[src/rtl/mem_port_arbiter.sv]
// Shares one memory port between instruction fetch and data access, with one transaction in flight.
// Define MEM_PORT_ARB_PERF_EN to add the perf_if_wait / perf_dm_wait stall-cycle counters.
module mem_port_arbiter #(
    parameter int ADDR_W        = 64,
    parameter int DATA_W        = 64,
    parameter int MAX_DATA_WINS = 4
) (
    input  logic                clk,
    input  logic                reset,
    input  logic                if_req,
    input  logic [ADDR_W-1:0]   if_addr,
    output logic [31:0]         if_rdata,
    output logic                if_done,
    input  logic                dm_req,
    input  logic                dm_we,
    input  logic [ADDR_W-1:0]   dm_addr,
    input  logic [DATA_W-1:0]   dm_wdata,
    input  logic [DATA_W/8-1:0] dm_wstrb,
    output logic [DATA_W-1:0]   dm_rdata,
    output logic                dm_done,
    output logic                mem_valid,
    input  logic                mem_ready,
    output logic                mem_we,
    output logic [ADDR_W-1:0]   mem_addr,
    output logic [DATA_W-1:0]   mem_wdata,
    output logic [DATA_W/8-1:0] mem_wstrb,
    input  logic                mem_rvalid,
    input  logic [DATA_W-1:0]   mem_rdata
`ifdef MEM_PORT_ARB_PERF_EN
    ,
    output logic [31:0]         perf_if_wait,
    output logic [31:0]         perf_dm_wait
`endif
);

    localparam int STRB_W = DATA_W / 8;
    localparam int CNT_W  = $clog2(MAX_DATA_WINS + 1);
    localparam logic [CNT_W-1:0]  CNT_MAX   = CNT_W'(MAX_DATA_WINS);
    localparam logic [ADDR_W-1:0] WORD_MASK = ~(ADDR_W'(64'd7));

    typedef enum logic [1:0] {
        ST_IDLE = 2'd0,
        ST_REQ  = 2'd1,
        ST_RESP = 2'd2,
        ST_DONE = 2'd3
    } state_t;

    typedef enum logic {
        OWN_DATA = 1'b0,
        OWN_IF   = 1'b1
    } owner_t;

    state_t           state_r;
    state_t           state_next_s;
    owner_t           owner_r;
    logic [CNT_W-1:0] starve_cnt_r;
    logic             if_hi_r;
    logic             grant_if_s;
    logic             grant_dm_s;

    // State register
    always_ff @(posedge clk) begin
        if (reset) begin
            state_r <= ST_IDLE;
        end else begin
            state_r <= state_next_s;
        end
    end

    // Arbitration and next-state decode; data wins ties until fetch has waited MAX_DATA_WINS grants
    always_comb begin
        state_next_s = state_r;
        grant_if_s   = 1'b0;
        grant_dm_s   = 1'b0;
        case (state_r)
            ST_IDLE: begin
                if (if_req && (!dm_req || (starve_cnt_r == CNT_MAX))) begin
                    grant_if_s = 1'b1;
                end else if (dm_req) begin
                    grant_dm_s = 1'b1;
                end else begin
                    grant_if_s = 1'b0;
                end
                if (grant_if_s || grant_dm_s) begin
                    state_next_s = ST_REQ;
                end else begin
                    state_next_s = ST_IDLE;
                end
            end
            ST_REQ: begin
                if (mem_ready) begin
                    state_next_s = ST_RESP;
                end else begin
                    state_next_s = ST_REQ;
                end
            end
            ST_RESP: begin
                if (mem_rvalid) begin
                    state_next_s = ST_DONE;
                end else begin
                    state_next_s = ST_RESP;
                end
            end
            ST_DONE: begin
                state_next_s = ST_IDLE;
            end
            default: begin
                state_next_s = ST_IDLE;
            end
        endcase
    end

    // Fetch anti-starvation counter: counts data wins while fetch is waiting
    always_ff @(posedge clk) begin
        if (reset) begin
            starve_cnt_r <= {CNT_W{1'b0}};
        end else if (grant_if_s) begin
            starve_cnt_r <= {CNT_W{1'b0}};
        end else if (grant_dm_s && if_req && (starve_cnt_r != CNT_MAX)) begin
            starve_cnt_r <= starve_cnt_r + CNT_W'(1);
        end else begin
            starve_cnt_r <= starve_cnt_r;
        end
    end

    // Request payload latch, response capture and one-cycle completion strobes
    always_ff @(posedge clk) begin
        if (reset) begin
            owner_r   <= OWN_DATA;
            if_hi_r   <= 1'b0;
            mem_valid <= 1'b0;
            mem_we    <= 1'b0;
            mem_addr  <= {ADDR_W{1'b0}};
            mem_wdata <= {DATA_W{1'b0}};
            mem_wstrb <= {STRB_W{1'b0}};
            if_done   <= 1'b0;
            dm_done   <= 1'b0;
            if_rdata  <= 32'h0000_0000;
            dm_rdata  <= {DATA_W{1'b0}};
        end else begin
            case (state_r)
                ST_IDLE: begin
                    if (grant_if_s) begin
                        owner_r   <= OWN_IF;
                        if_hi_r   <= if_addr[2];
                        mem_valid <= 1'b1;
                        mem_we    <= 1'b0;
                        mem_addr  <= if_addr & WORD_MASK;
                        mem_wdata <= {DATA_W{1'b0}};
                        mem_wstrb <= {STRB_W{1'b0}};
                    end else if (grant_dm_s) begin
                        owner_r   <= OWN_DATA;
                        mem_valid <= 1'b1;
                        mem_we    <= dm_we;
                        mem_addr  <= dm_addr;
                        mem_wdata <= dm_wdata;
                        mem_wstrb <= dm_wstrb;
                    end else begin
                        mem_valid <= 1'b0;
                    end
                end
                ST_REQ: begin
                    if (mem_ready) begin
                        mem_valid <= 1'b0;
                    end else begin
                        mem_valid <= 1'b1;
                    end
                end
                ST_RESP: begin
                    // Write acks also arrive as mem_rvalid; their data is simply passed along
                    if (mem_rvalid) begin
                        if (owner_r == OWN_IF) begin
                            if_done  <= 1'b1;
                            if_rdata <= if_hi_r ? mem_rdata[32 +: 32] : mem_rdata[0 +: 32];
                        end else begin
                            dm_done  <= 1'b1;
                            dm_rdata <= mem_rdata;
                        end
                    end else begin
                        if_done <= 1'b0;
                        dm_done <= 1'b0;
                    end
                end
                ST_DONE: begin
                    if_done  <= 1'b0;
                    dm_done  <= 1'b0;
                    if_rdata <= 32'h0000_0000;
                    dm_rdata <= {DATA_W{1'b0}};
                end
                default: begin
                    mem_valid <= 1'b0;
                    if_done   <= 1'b0;
                    dm_done   <= 1'b0;
                end
            endcase
        end
    end

`ifdef MEM_PORT_ARB_PERF_EN
    // Stall-cycle counters: cycles a request is held without its completion pulse
    always_ff @(posedge clk) begin
        if (reset) begin
            perf_if_wait <= 32'd0;
            perf_dm_wait <= 32'd0;
        end else begin
            if (if_req && !if_done) begin
                perf_if_wait <= perf_if_wait + 32'd1;
            end else begin
                perf_if_wait <= perf_if_wait;
            end
            if (dm_req && !dm_done) begin
                perf_dm_wait <= perf_dm_wait + 32'd1;
            end else begin
                perf_dm_wait <= perf_dm_wait;
            end
        end
    end
`endif

endmodule
[config.mk]
export PLATFORM = sky130hd
export DESIGN_NAME = mem_port_arbiter
export DESIGN_NICKNAME = d
export VERILOG_FILES = /design/src/rtl/mem_port_arbiter.sv
export SDC_FILE = /design/constraint.sdc
export NUM_CORES = 1
export LEC_CHECK = 0
export BUFFER_PORTS_ARGS = -buffer_cell sky130_fd_sc_hd__buf_2
export CAP_MARGIN = 20
export CORE_AREA = 2 2 197 199
export CTS_BUF_LIST = sky130_fd_sc_hd__clkbuf_2 sky130_fd_sc_hd__clkbuf_4 sky130_fd_sc_hd__clkbuf_8
export DETAILED_ROUTE_END_ITERATION = 16
export DIE_AREA = 0 0 199 201
export PLACE_DENSITY = 0.58
export SLEW_MARGIN = 10
export SYNTH_ARGS = -nofsm -noshare
export SYNTH_HDL_FRONTEND = slang
export SYNTH_SLANG_ARGS = --single-unit
[constraint.sdc]
create_clock -name clk -period 2.95 [get_ports clk]
set_input_delay 0.59 -clock clk [delete_from_list [all_inputs] [get_ports clk]]
set_output_delay 0.59 -clock clk [all_outputs]
set_load 0.02 [all_outputs]
==> results.py <==
metrics = {
    "outcome": {
        "status": "finished clean",
    },
    "cells_and_area": {
        "fin_cells": 2142,
        "drive_gt1_share_pct": 39.0,
        "final_cell_area_sq_um": 13300,
        "area_growth_pct": 43.1,
        "num-nets-final": 1861,
    },
    "synth": {
        "synth.yosys.warnings": 0,
        "yosysSeqAreaShare_pct": 52.3,
        "ys_top_cells_by_count": "dfxtp_1 (243), nand2_1 (193), nor2_1 (190)",
        "postSynthAreaPerCell_sq_um": 8.31,
        "syn_area_sq_um": 9300,
        "synth_fp_nets": 1393,
        "synth.area.top_cells": "dfxtp_1 (52%), nand2_1 (7.8%), nor2_1 (7.7%)",
        "syn_inst": 1120,
        "ys_seq_elements": 243,
        "synth.most_common_cell": "dfxtp_1",
        "ys_types": 36,
        "yosysTopAreaCell": "dfxtp_1",
        "synth_edf_count": 0,
        "ys.flop_type": "dfxtp_1",
        "synth_async_sr_flop_share_pct": 0,
        "synth.top_cell.area_share_pct": 52.3,
    },
    "power": {
        "cellPowerDensity_nw_per_um2": 656,
        "power_leakage_uw": 0.00605,
        "peakVddDrop_v": 0.000358,
        "power_uw": 8740,
    },
    "global_route": {
        "grt_overflow_total": 0,
        "grt_antenna_before_repair": 2,
        "grt_max_degree": 97,
        "first_global_vias": 9416,
        "grt_usage_pct": 15.9,
        "grt_pass1_wl_mm": 50.6,
    },
    "die": {
        "fp.dieH_um": 201,
        "ioPinCount": 507,
        "die_area_sq_um": 40000,
        "core_sq_um": 38100,
        "num_rows": 72,
        "fp.dieW_um": 199,
        "start_util_pct": 24.4,
    },
    "placed_design": {
        "place_area_sq_um": 12300,
        "port_buffers": 504,
        "dp_slack_ns": 0.605,
        "place_congestion": 0.840,
        "hpwl_mm": 23.6,
        "placedCellCount": 2060,
    },
    "worst_setup_path": {
        "worst_path_largest_cell_delay_ns": 0.52,
        "rrSetupSlack_ns": 0.78,
        "rr_startpoint": "starve_cnt_r[0]",
        "cp_max_fo": 61,
        "critPathSlowestCell": "buf_4",
        "cp.arrival_ns": 2.64,
        "crit_type": "reg2reg",
        "cp-start-kind": "register",
        "path_cells": "inv_1 > ha_1 > a21boi_0 > buf_4 > or2_2 > buf_4 > nor2_1 > nor4_1",
        "path_common_cell": "buf_4",
        "cp.required_ns": 3.42,
        "r2r_end": "mem_addr[11]",
        "r2r_cells": 8,
        "end_kind": "register",
    },
    "hold_path": {
        "whs_path_depth": 3,
        "hold_start": "dm_wdata[8]",
        "min_to": "mem_wdata[8]",
        "hp-class": "in2reg",
    },
    "detailed_routing": {
        "routed_wl_mm": 33.5,
        "firstDrtPassIters": 5,
        "postRouteAntennaNets": 0,
        "via_per_inst": 4.52,
        "drc_errors": 0,
        "wl_per_cell_um": 15.6,
        "drt_iter0_drc": 472,
        "num_vias": 9674,
    },
    "sta": {
        "worstMarginPinSlew_ns": 0.772,
        "skew_ns": 0.0140,
        "max_freq_ghz": 0.461,
        "rsz0062_at_grt": "no",
        "period_share_pct": 73.5,
        "setup_violations": 0,
        "hold_violations": 0,
        "fin_tns_setup_ns": 0,
        "maxSlewViolCount": 0,
        "worst_slack_ns": 0.782,
        "fin_crit_ns": 2.17,
        "max_slew_margin_pct": 48.5,
    },
    "clock_network": {
        "cts_hold_buf": 0,
        "htree_levels": 2,
        "clkTransAtPathRegs_ns": 0.06,
        "cts_tree": "done",
        "post_cts_resized": 0,
        "cts_root_buf": "clkbuf_8",
        "cts_setup_buffers": 0,
        "cts.path.max_buffers": 3,
        "cts_made_buffers": 44,
        "cts.sinks": 243,
        "insertion_delay_ns": 0.59,
    },
    "job": {
        "maxCapViolations": 0,
    },
}
cells by family (layout without fill, tap and decap cells):
kind of cell | Yosys count | in the layout | share of synthesized area, %
AND/OR/NAND/NOR | 553 | 553 | 26.1
flip-flops | 243 | 243 | 52.3
AO/OA/AOI/OAI | 187 | 187 | 12.7
buffers and inverters | 101 | 603 | 4.94
multiplexers | 33 | 33 | 3.56
adder cells (fa/ha/maj) | 2 | 2 | 0.269
XOR/XNOR | 1 | 1 | 0.0942
other | 0 | 2 | 0
metrics by stage:
| step | hold WS (ns) | utilization (%) |
|---|---|---|
| floorplan | 0.449 | - |
| global placement | 0.436 | 32.2 |
| detailed placement | 0.443 | 32.2 |
| CTS | 0.181 | 34.9 |
| global route | 0.194 | 34.9 |
| finish | 0.239 | 34.9 |
worst max-delay path, delay by kind of cell, from the launching register on:
kind	cells	cell delay [ns]
buffers and inverters	3	0.75
and+or+nand+nor	3	0.50
DFF	1	0.34
adders and majority gates	1	0.23
AOI/OAI and AO/OA	1	0.19
report_power, final:
| group | total (uW) | leakage, uW | internal, uW | switching, uW |
|---|---|---|---|---|
| Combinational | 1470 | 0.00353 | 531 | 938 |
| Clock | 3650 | 0.000536 | 2200 | 1450 |
| Sequential | 3620 | 0.00199 | 3500 | 117 |
state kept, by name, indices dropped and copies added (netlist names), named ones only:
name / cells
if_rdata: 32
dm_done: 1
if_hi_r: 1
dm_rdata: 64
starve_cnt_r: 3
mem_valid: 1
mem_wstrb: 8
if_done: 1
mem_we: 1
mem_wdata: 64
owner_r: 1
mem_addr: 64
state_r: 1
how the worst max path moves through the flow:
stage                          from            end  slack (ns)  depth (start not counted)
finish              starve_cnt_r[0]   mem_addr[11]        0.78                          8
global route             state_r[0]   mem_addr[31]        0.54                          5
CTS                      state_r[0]   mem_addr[38]        0.72                          5
detailed placement           if_req    mem_addr[3]        0.60                          6
global placement             if_req   mem_addr[47]        0.64                          6
floorplan                    if_req  mem_wdata[27]        0.96                          9
cell usage in the layout, fill, tap and decap left out, drive strengths merged, types with 3 or more instances in the layout:
| cell type | count |
|---|---|
| a21oi | 116 |
| a22oi | 64 |
| buf | 521 |
| bufinv | 3 |
| clkbuf | 70 |
| clkinv | 4 |
| clkinvlp | 3 |
| dfxtp | 243 |
| mux2i | 32 |
| nand2 | 193 |
| nand2b | 3 |
| nor2 | 191 |
| nor2b | 3 |
| nor3 | 60 |
| nor4 | 60 |
| or3 | 33 |
layer usage:
| metal | share of wire (%) | track usage [%] |
|---|---|---|
| met1 | 40 | 18.3 |
| met2 | 49 | 27.4 |
| met3 | 7.7 | 4.77 |
| met4 | 3.2 | 6.58 |
| met5 | 0 | 0 |
final cells by class:
cell class                      count  area [sq um]
Inverter                            2          7.51
Clock buffer                       70           901
Timing Repair Buffer              521          2740
Fill cell                        4099         24800
Tap cell                          518           648
Clock inverter                     10           133
Antenna cell                        2          5.00
Sequential cell                   243          4870
Multi-Input combinational cell    776          4020
Power figures use the tool's default switching activity.
